===== src/rtl/pipe_stage_reg_pkg.sv =====
// Shared pipeline types: stall vector default width, reset polarity and the
// per-cycle action a stage register can take.
package project_types;

    localparam int   STALL_W_DEFAULT = 6;
    localparam logic RST_ENABLE      = 1'b1;

    typedef enum logic [2:0] {
        ACT_RESET,
        ACT_FLUSH,
        ACT_BUBBLE,
        ACT_HOLD,
        ACT_ADVANCE
    } stage_action_t;

endpackage


===== src/rtl/pipe_stage_reg_sat_counter.sv =====
// Saturating up-counter: counts enabled cycles, sticks at all-ones, and only
// a synchronous reset clears it.
module sat_counter
    import project_types::*;
#(
    parameter int CNT_W = 16
) (
    input  logic             clk,
    input  logic             rst,
    input  logic             enable,
    output logic [CNT_W-1:0] cnt
);

    logic [CNT_W-1:0] cnt_q;
    logic [CNT_W-1:0] cnt_d;

    always_comb begin
        // NOTE: every always_comb output gets a default first so no path can infer a latch.
        cnt_d = cnt_q;
        if (enable && (cnt_q != '1)) begin
            cnt_d = cnt_q + CNT_W'(1);
        end
    end

    // NOTE: sequential state is updated with non-blocking assignments only.
    always_ff @(posedge clk) begin
        if (rst == RST_ENABLE) begin
            cnt_q <= '0;
        end else begin
            cnt_q <= cnt_d;
        end
    end

    assign cnt = cnt_q;

endmodule


===== src/rtl/pipe_stage_reg.sv =====
// Generic pipeline register between stage STAGE and STAGE+1: carries payload,
// valid and delay-slot flags, and honours stall/flush with bubble/hold counters.
module pipe_stage_reg
    import project_types::*;
#(
    parameter int DATA_W  = 128,
    parameter int STALL_W = STALL_W_DEFAULT,
    parameter int STAGE   = 2,
    parameter int CNT_W   = 16
) (
    input  logic               clk,
    input  logic               rst,
    input  logic [STALL_W-1:0] stall,
    input  logic               flush,
    input  logic               in_valid,
    input  logic [DATA_W-1:0]  in_payload,
    input  logic               in_delayslot,
    input  logic               in_next_delayslot,
    output logic               out_valid,
    output logic [DATA_W-1:0]  out_payload,
    output logic               out_delayslot,
    output logic               fb_in_delayslot,
    output logic [CNT_W-1:0]   bubble_cnt,
    output logic [CNT_W-1:0]   hold_cnt
);

    if ((STAGE < 0) || (STAGE > STALL_W - 2)) begin : g_bad_stage
        $error("pipe_stage_reg: STAGE must lie in 0..STALL_W-2");
    end

    logic su;
    logic sd;
    // Only our two stall bits matter; the rest are folded into a sink.
    logic unused_stall_bits;

    assign su                = stall[STAGE];
    assign sd                = stall[STAGE+1];
    assign unused_stall_bits = ^stall;

    stage_action_t action;

    always_comb begin
        action = ACT_ADVANCE;
        if (rst == RST_ENABLE) begin
            action = ACT_RESET;
        end else if (flush) begin
            action = ACT_FLUSH;
        end else if (sd) begin
            // Downstream stalled: hold, even for the illegal su=0, sd=1 pattern.
            action = ACT_HOLD;
        end else if (su) begin
            action = ACT_BUBBLE;
        end
    end

    logic              valid_q,   valid_d;
    logic [DATA_W-1:0] payload_q, payload_d;
    logic              ds_q,      ds_d;
    logic              fb_q,      fb_d;

    always_comb begin
        valid_d   = valid_q;
        payload_d = payload_q;
        ds_d      = ds_q;
        fb_d      = fb_q;
        case (action)
            ACT_RESET, ACT_FLUSH: begin
                valid_d   = 1'b0;
                payload_d = '0;
                ds_d      = 1'b0;
                fb_d      = 1'b0;
            end
            ACT_BUBBLE: begin
                // The branch is still upstream, so its delay-slot feedback stays.
                valid_d   = 1'b0;
                payload_d = '0;
                ds_d      = 1'b0;
            end
            ACT_HOLD: begin
            end
            ACT_ADVANCE: begin
                valid_d   = in_valid;
                payload_d = in_payload;
                ds_d      = in_delayslot;
                fb_d      = in_next_delayslot;
            end
            default: begin
            end
        endcase
    end

    always_ff @(posedge clk) begin
        if (rst == RST_ENABLE) begin
            valid_q   <= 1'b0;
            payload_q <= '0;
            ds_q      <= 1'b0;
            fb_q      <= 1'b0;
        end else begin
            valid_q   <= valid_d;
            payload_q <= payload_d;
            ds_q      <= ds_d;
            fb_q      <= fb_d;
        end
    end

    assign out_valid       = valid_q;
    assign out_payload     = payload_q;
    assign out_delayslot   = ds_q;
    assign fb_in_delayslot = fb_q;

    sat_counter #(.CNT_W(CNT_W)) u_bubble_cnt (
        .clk    (clk),
        .rst    (rst),
        .enable (action == ACT_BUBBLE),
        .cnt    (bubble_cnt)
    );

    sat_counter #(.CNT_W(CNT_W)) u_hold_cnt (
        .clk    (clk),
        .rst    (rst),
        .enable (action == ACT_HOLD),
        .cnt    (hold_cnt)
    );

endmodule


===== config.mk =====
export PLATFORM = sky130hd
export DESIGN_NAME = pipe_stage_reg
export DESIGN_NICKNAME = d
export VERILOG_FILES = /design/src/rtl/pipe_stage_reg_pkg.sv /design/src/rtl/pipe_stage_reg_sat_counter.sv /design/src/rtl/pipe_stage_reg.sv
export SDC_FILE = /design/constraint.sdc
export NUM_CORES = 1
export LEC_CHECK = 0
export CAP_MARGIN = 0
export CORE_MARGIN = 2
export CORE_UTILIZATION = 25
export CTS_CLUSTER_SIZE = 12
export DETAILED_ROUTE_END_ITERATION = 8
export PLACE_DENSITY = 0.52
export SLEW_MARGIN = 20
export SYNTH_ARGS = -nofsm -noshare
export SYNTH_HDL_FRONTEND = slang
export SYNTH_HIERARCHICAL = 1
export SYNTH_SLANG_ARGS = --single-unit

===== constraint.sdc =====
create_clock -name clk -period 4 [get_ports clk]
set_input_delay 0.8 -clock clk [delete_from_list [all_inputs] [get_ports clk]]
set_output_delay 0.8 -clock clk [all_outputs]
set_load 0.01 [all_outputs]

==> results of run 1 <==
==> registers in the layout, indices dropped and copies added (netlist names) <==
register          count
fb_in_delayslot       1
out_delayslot         1
out_payload         128
out_valid             1
u_bubble_cnt/cnt     16
u_hold_cnt/cnt       16
==> routing by layer <==
layer / vias up / part of all wire / global-route usage
li1: 3299 / - / -
met4: 0 / 0.017 / 0.04569
met2: 185 / 0.47 / 0.2437
met3: 21 / 0.069 / 0.04048
met5: - / 0 / 0
met1: 3017 / 0.44 / 0.1841
==> final timing paths <==
| check | startpoint | depth (start not counted) | to |
|---|---|---|---|
| worst max-delay path | rst | 6 | u_hold_cnt/cnt[11] |
| worst min-delay path | out_payload[53] | 2 | out_payload[53] |
| worst max register to register | u_bubble_cnt/cnt[0] | 5 | u_bubble_cnt/cnt[11] |
| worst min register to register | out_payload[53] | 2 | out_payload[53] |
==> cell usage after synthesis <==
master    instances
buf_4             2
or3b_1          128
dfxtp_1         163
nand2_1         142
nor2b_1           4
or3b_2            3
nand4_1           6
and3_1            2
nor4_4            2
or2_1             1
nor3_1            8
nor4bb_1          2
nand2_2           2
or3_1             6
nor4_1            4
xnor2_1           4
nand4_4           2
nand3_1          12
and4_1            6
clkbuf_1         24
a21oi_1         151
o41ai_1           2
buf_2            22
or4_1            14
buf_6            11
nand3b_1          2
clkbuf_2          5
nor2_1           13
mux2i_1           2
o21ai_0           9
ha_1              2
o31ai_1          12
o311ai_0          2
inv_1             7
o21a_1            2
mux2_2            2
buf_1             2
nor3b_1           1
==> tightest hold or removal path: cells and delay by family, from the launching register on <==
kind	cells	cell delay (ns)
flip-flops	1	0.31
AO/OA/AOI/OAI	1	0.05
AND/OR/NAND/NOR	1	0.05
==> power breakdown <==
| part | internal (mW) | switching, mW | total (mW) |
|---|---|---|---|
| combinational | 0.211 | 0.151 | 0.363 |
| sequential | 1.65 | 0.0138 | 1.66 |
| clock | 0.896 | 0.789 | 1.69 |
==> logic make-up after synthesis <==
family / count (synthesis) / synth area share
flops: 163 / 0.4678
fa+ha+maj: 2 / 0.003587
buf+inv: 73 / 0.05704
xor+xnor: 4 / 0.005022
simple gates: 360 / 0.3256
mux: 4 / 0.006099
compound gates: 178 / 0.1349
==> area by class of cell <==
cell class / instances / area (um^2)
Fill cell: 2804 / 16910
Multi-Input combinational cell: 548 / 3317
Sequential cell: 163 / 3263
Timing Repair Buffer: 306 / 3054
Tap cell: 378 / 473.0
Clock buffer: 18 / 429.2
Clock inverter: 14 / 161.4
Inverter: 7 / 26.28
==> metrics by stage <==
| stage | total power, mW | util | setup WS [ns] |
|---|---|---|---|
| floorplan | 1.860 | - | 1.252 |
| global placement | 2.067 | 0.3668 | 0.9706 |
| detailed placement | 2.068 | 0.3668 | 0.9206 |
| CTS | 3.788 | 0.3881 | 1.367 |
| global route | 3.874 | 0.3881 | 1.177 |
| finish | 3.711 | 0.3881 | 1.309 |
==> results.yml, run 1 <==
setup_path:
  path_max_fanout: 11
  ff2ff_setup_slack_ns: 1.96
  worst-path-buf-inv: 1
  cp_top_family: "simple AND/OR/NAND/NOR gates"
  slowest_delay_ns: 0.42
  cpMaxStageDelayCell: "clkdlybuf4s50_1"
  crit_type: "primary input to flip-flop"
  worstSetupEndpointType: "flip-flop"
  arrival_ns: 3.00
  cp_cell_sequence: "clkdlybuf4s50_1 -> or2_4 -> nor2_1 -> nand2_1 -> nor4bb_1 -> mux2_2"
  worstSetupStartpointType: "primary input"
  crit_required_ns: 4.31
route:
  drt_first_pass_iters: 4
  routed_via_density: 4.548
  drcViolationCount: 0
  detail_route.wl_per_cell_um: 15.67
  drt_iter0_drc: 331
  postRouteAntennaNets: 0
  wl_um: 22480
  vias: 6522
place:
  placed_area_um2: 10130
  post-dp-hpwl_um: 14910
  port_buffers: 298
  dp.cells: 1402
  gp_congestion: 0.7496
sta:
  hold_slack_ns: 0.4499
  setup-tns-final_ns: 0
  drv_slew: 0
  rsz0062_at_grt: "false"
  fin_crit_sh: 0.6728
  hold_viol_final: 0
  finalSetupViolCount: 0
  finClkSkew_ns: 0.007494
  fmax_mhz: 371.6
  max_slew_margin: 0.4317
  tightest_slew_ns: 0.8524
  fin_crit_ns: 2.691
floorplan:
  die_y_um: 171.0
  die_area_um2: 29250
  rows: 61
  core_region_area_um2: 27630
  die_width_um: 171.0
  start_util: 0.2525
  ios: 303
final_layout:
  final_cell_area_um2: 10720
  num_antenna_cells: 0
  drive_above_1_share: 0.05019
  mostFrequentLayoutCell: "clkdlybuf4s50_1"
  layout_common_cells: "clkdlybuf4s50_1, dfxtp_1, a21oi_1, nand2_1, or3b_1"
  stdcell_count: 1434
  syn2layout_area_growth_pct: 53.74
  nets: 1185
clock_network:
  cts.sinks: 163
  post-cts-setup-buffer-count: 0
  htreeDepth: 4
  cts_tree: "built"
  cts.clk_slew.worst_paths_ns: 0.08
  hold_buffers: 0
  root_buffer: "clkbuf_16"
  cts_inserted_buffers: 17
  clock_path_buffers: 2
  clock_latency_ns: 0.42
  cts-resized-gates: 0
synthesis:
  seq_area_frac_synth: 0.4678
  synthCells: 784
  yosysUniqueCellTypes: 38
  avgSynthCellArea_um2: 8.897
  synth_nets: 926
  yosys.area.top_type: "dfxtp_1"
  synthesis.area_um2: 6975
  netlist.area_leader.share: 0.4678
  ys_top_cells_by_area: "dfxtp_1, or3b_1, a21oi_1"
  synth-seq-cells: 163
  ys_warn_count: 6
hold_path:
  hp-class: "flip-flop to flip-flop"
grt:
  grt_pass1_vias: 5881
  grt-ovfl-total: 0
  grt_max_degree: 175
  grt_first_pass_wirelength_um: 33730
  groute.usage.overall: 0.1466
  grt_antenna_before_repair: 0
pwr:
  power_leakage_nw: 3.515
  peakVddDrop_mv: 0.2551
  powerDensity_nw_per_um2: 346.0
run:
  cap_violations: 0
run_status:
  run_status: "finished clean"
(Power assumes the default switching activity.)
==> run 2, diff against run 1 <==
clock period = 2.8 ns   (was 4 ns; I/O delays follow)
==> run 2 against run 1 <==
  * Total power is 39% higher
  * Clock power is 33% higher
  * Clock skew is 0.0040 ns higher
  * Combinational power is 42% higher
  * Sequential share of layout area hardly changed
  * Via count is 0.29% lower
  * Non-clock buffer count is 2 higher
  * Utilization hardly changed
  * First-iteration DRC count is 2.4% higher
  * Critical path type unchanged
  * Largest power group is now registers
==> results.yml, run 2 (synthesis gave the netlist of run 1 again) <==
clock_network:
  cts.sinks: 163
  hold_buffers: 0
  cts_tree: "built"
  cts-resized-gates: 0
  cts_inserted_buffers: 17
  cts.clk_slew.worst_paths_ns: 0.07
  post-cts-setup-buffer-count: 0
  htreeDepth: 4
  clock_latency_ns: 0.42
  root_buffer: "clkbuf_16"
  clock_path_buffers: 2
sta:
  hold_viol_final: 0
  setup-tns-final_ns: 0
  tightest_slew_ns: 0.8524
  finClkSkew_ns: 0.01152
  hold_slack_ns: 0.4470
  finalSetupViolCount: 0
  max_slew_margin: 0.4317
  rsz0062_at_grt: "false"
  fin_crit_sh: 0.8373
  fin_crit_ns: 2.344
  fmax_mhz: 426.5
  drv_slew: 0
final_layout:
  largest_reg_flops: 128
  mostFrequentLayoutCell: "clkdlybuf4s50_1"
  drive_above_1_share: 0.05198
  syn2layout_area_growth_pct: 53.54
  layout_common_cells: "clkdlybuf4s50_1, dfxtp_1, a21oi_1, nand2_1, or3b_1"
  nets: 1187
setup_path:
  worstSetupEndpointType: "flip-flop"
  path_max_fanout: 11
  ff2ff_path_depth: 5
  cp_cell_sequence: "clkdlybuf4s50_1 -> or2_4 -> nor3b_1 -> nand2_1 -> nor4bb_1 -> mux2_2"
  worstSetupStartpointType: "primary input"
  cp_top_family: "simple AND/OR/NAND/NOR gates"
  crit_required_ns: 3.11
  worstSetupStartpoint: "rst"
  crit_type: "primary input to flip-flop"
  cpMaxStageDelayCell: "nor4bb_1"
  worst-path-buf-inv: 1
  arrival_ns: 2.66
  path_depth: 6
  crit-reg2reg-launch: "u_hold_cnt/cnt[0]"
  slowest_delay_ns: 0.42
floorplan:
  start_util: 0.2525
  ios: 303
  die_area_um2: 29250
  die_y_um: 171.0
  die_width_um: 171.0
  rows: 61
  core_region_area_um2: 27630
grt:
  grt_pass1_vias: 5810
  grt_max_degree: 207
  groute.usage.overall: 0.1441
  grt-ovfl-total: 0
  grt_antenna_before_repair: 1
  grt_first_pass_wirelength_um: 33150
pwr:
  power_frac_seq: 0.462
  p_clk_frac: 0.438
  p_comb_frac: 0.101
  peakVddDrop_mv: 0.3056
  internal_power_mw: 3.851
  p_switching_mw: 1.296
  switching_share: 0.2517
  power_leakage_nw: 3.504
  powerDensity_nw_per_um2: 480.6
place:
  gp_congestion: 0.7341
  port_buffers: 298
  post-dp-hpwl_um: 14870
run_status:
  run_status: "finished clean"
route:
  drt_first_pass_iters: 4
  postRouteAntennaNets: 0
  vias: 6503
  drt_iter0_drc: 339
  wl_um: 22230
  drcViolationCount: 0
  routed_via_density: 4.525
  detail_route.wl_per_cell_um: 15.47
hold_path:
  hp-class: "flip-flop to flip-flop"
  whs_path_depth: 2
  min-delay-start: "out_payload[93]"
run:
  cap_violations: 0
run 2: changes by cell type in the layout (fill, tap and decap cells not counted):
cell        delta
buf_4          +2
clkinv_4       +2
clkinvlp_4     +2
inv_8          -2
bufinv_16      -1
clkbuf_8       +1
clkinv_8       -1
diode_2        +1
inv_6          -1
run 2: final timing paths:
check / endpoint / slack (ns)
max: u_bubble_cnt/cnt[11] / 0.46
min: out_payload[93] / 0.45
max reg2reg: u_hold_cnt/cnt[11] / 0.76
min reg2reg: out_payload[93] / 0.45
run 2: layout make-up:
cell class / count / area (um^2)
Clock inverter: 13 / 116.4
Tap cell: 378 / 473.0
Antenna cell: 1 / 2.502
Sequential cell: 163 / 3263
Inverter: 7 / 26.28
Multi-Input combinational cell: 548 / 3317
Fill cell: 2820 / 16920
Clock buffer: 19 / 442.9
Timing Repair Buffer: 308 / 3069
run 2: power groups by stage:
stage | Sequential [mW] | Combinational [mW] | Clock, mW
2_1_floorplan | 2.45 | 0.209 | 0
3_3_place_gp | 2.43 | 0.523 | 0
3_5_place_dp | 2.43 | 0.522 | 0
4_1_cts | 2.38 | 0.525 | 2.35
5_1_grt | 2.38 | 0.563 | 2.43
6_report | 2.38 | 0.517 | 2.25
run 2: worst min-delay path: stages (launching register included):
cell and delay [ns]:
dfxtp_1 0.31, nand2_1 0.05, a21oi_1 0.05
run 2: layer usage:
layer / GRT usage / wire (um) / up-vias
li1: - / - / 3315
met2: 0.2316 / 10340 / 178
met4: 0.04569 / 350 / 0
met3: 0.03932 / 1374 / 19
met1: 0.1873 / 10160 / 2991
met5: 0 / 0 / -
run 2: per-stage QoR:
stage / worst slack [ns] / power (mW) / cell area, um^2 / util / std cells
global placement: 0.1339 / 2.952 / 10150 / 0.3673 / 1404
global route: 0.3389 / 5.373 / 10710 / 0.3876 / 1437
detailed placement: 0.001383 / 2.952 / 10150 / 0.3673 / 1404
CTS: 0.4603 / 5.251 / 10710 / 0.3876 / 1436
finish: 0.4555 / 5.147 / 10710 / 0.3876 / 1437
floorplan: 0.2921 / 2.657 / 6975 / - / 784
==> run 3, diff against run 2 <==
PLACE_DENSITY = 0.54   (was 0.52)
clock period = 1.9 ns   (was 2.8 ns; I/O delays follow)
==> run 3 against run 2 <==
  * Combinational power grew 52%
  * Critical path depth rose by 2
  * Register-to-register slack worse by 0.64 ns
  * Design area rose by 3.4%
  * Clock-buffer cell count is the same
  * Flip-flop and latch count unchanged
==> results.yml, run 3 (synthesis gave the netlist of run 1 again) <==
run_status:
  run_status: "finished clean"
setup_path:
  arrival_ns: 2.21
  crit_type: "primary input to flip-flop"
  rr_endpoint: "u_hold_cnt/cnt[15]"
  path_max_fanout: 8
  worstSetupEndpointType: "flip-flop"
  crit-reg2reg-launch: "u_hold_cnt/cnt[12]"
  ff2ff_setup_slack_ns: 0.12
  crit_required_ns: 2.24
  ff2ff_path_depth: 4
  worstSetupStartpointType: "primary input"
route:
  drcViolationCount: 0
  wl_um: 22010
  detail_route.wl_per_cell_um: 14.97
  routed_via_density: 4.484
  vias: 6591
  drt_iter0_drc: 301
  drt_first_pass_iters: 4
  postRouteAntennaNets: 0
grt:
  grt_first_pass_wirelength_um: 33420
  grt-ovfl-total: 0
  grt_max_degree: 133
  groute.usage.overall: 0.1429
  grt_pass1_vias: 6234
  grt_antenna_before_repair: 1
sta:
  finalSetupViolCount: 0
  drv_slew: 0
  tightest_slew_ns: 0.8113
  fin_crit_ns: 1.861
  finClkSkew_ns: 0.01846
  fin_crit_sh: 0.9797
  fmax_mhz: 537.2
  hold_viol_final: 0
  max_slew_margin: 0.4592
hold_path:
  hold-path-endpoint: "u_bubble_cnt/cnt[2]"
  whs_path_depth: 4
  min-delay-start: "stall[3]"
  hp-class: "primary input to flip-flop"
pwr:
  p_switching_mw: 1.851
  power_mw: 7.652
  powerDensity_nw_per_um2: 690.7
  p_clk_frac: 0.439
  internal_power_mw: 5.801
  p_comb_frac: 0.103
  peakVddDrop_mv: 0.5283
  power_leakage_nw: 3.725
  switching_share: 0.2419
  power_frac_seq: 0.458
final_layout:
  syn2layout_area_growth_pct: 58.83
  layout_common_cells: "clkdlybuf4s50_1, dfxtp_1, a21oi_1, nand2_1, or3b_1"
  drive_above_1_share: 0.09799
  num_antenna_cells: 0
  largest_reg_flops: 128
  mostFrequentLayoutCell: "clkdlybuf4s50_1"
  final_cell_area_um2: 11080
  fill_cells: 2817
  nets: 1222
clock_network:
  hold_buffers: 0
  post-cts-setup-buffer-count: 0
  clock_latency_ns: 0.42
  root_buffer: "clkbuf_16"
  clock_path_buffers: 2
  cts_tree: "built"
  cts.clk_slew.worst_paths_ns: 0.06
  htreeDepth: 4
  cts.sinks: 163
  cts_inserted_buffers: 17
floorplan:
  die_width_um: 171.0
  die_y_um: 171.0
  die_area_um2: 29250
  ios: 303
  start_util: 0.2525
  rows: 61
  core_region_area_um2: 27630
place:
  port_buffers: 298
  post-dp-hpwl_um: 15060
  gp_congestion: 0.7809
  placed_area_um2: 10480
run:
  cap_violations: 0
==> run 3: changes by cell type in the layout (fill, tap and decap cells not counted), moves of 3 or more <==
cell	delta
a21oi_2	+3
a21oi_1	-3
dfxtp_1	-10
clkinv_4	-3
buf_4	+31
clkinvlp_4	+3
buf_12	+3
dfxtp_2	+10
==> run 3: critical path, stage by stage <==
cell	delay (ns)
clkdlybuf4s50_1	0.40
or2_4	0.27
buf_12	0.13
nor2_4	0.14
nand2_2	0.07
buf_4	0.16
or4_1	0.49
a21oi_2	0.15
==> run 3: timing repair <==
action,in CTS,in global routing
setup endpoints to repair,1,18
pin swaps,0,4
gates resized for setup,1,17
gates cloned,0,0
==> run 3: final cells by class <==
class / count / area [um^2] / area share
repair buffers: 343 / 3378 / 0.3049
clock buffers: 19 / 442.9 / 0.03998
flip-flops and latches: 163 / 3276 / 0.2957
inverters: 7 / 26.28 / 0.002372
well taps: 378 / 473.0 / 0.04269
multi-input cells: 548 / 3361 / 0.3033
clock inverters: 12 / 122.6 / 0.01107
==> run 3: how the worst max path moves through the flow <==
stage	from	end	cells after the start
2_1_floorplan	flush	u_bubble_cnt/cnt[11]	7
3_3_place_gp	rst	u_hold_cnt/cnt[7]	8
3_5_place_dp	rst	u_hold_cnt/cnt[13]	8
4_1_cts	u_bubble_cnt/cnt[5]	bubble_cnt[5]	2
5_1_grt	flush	u_hold_cnt/cnt[15]	8
6_report	flush	u_hold_cnt/cnt[15]	8
==> run 3: layer usage <==
metal	track usage	vias to the layer above	share of wire
met5	0	-	0.00073
met4	0.04458	2	0.016
met3	0.05228	19	0.080
met2	0.2354	190	0.47
met1	0.1733	2996	0.43
li1	-	3384	-
==> run 3: stage by stage <==
step	setup slack (ns)	hold WS (ns)	instances	util	setup TNS, ns
floorplan	-0.05458	0.4743	784	-	-0.4175
global placement	-0.3745	0.4362	1439	0.3791	-17.78
detailed placement	-0.3993	0.4433	1439	0.3791	-18.59
CTS	0.0001834	0.3628	1470	0.3996	0
global route	-0.0008173	0.3887	1470	0.4010	-0.0008173
finish	0.03861	0.3846	1470	0.4010	0
==> run 3: power by group through the flow <==
| stage | sequential [mW] | combinational [mW] | clock (mW) |
|---|---|---|---|
| 2_1_floorplan | 3.61 | 0.315 | 0 |
| 3_3_place_gp | 3.58 | 0.798 | 0 |
| 3_5_place_dp | 3.58 | 0.797 | 0 |
| 4_1_cts | 3.50 | 0.802 | 3.52 |
| 5_1_grt | 3.51 | 0.857 | 3.64 |
| 6_report | 3.50 | 0.787 | 3.36 |
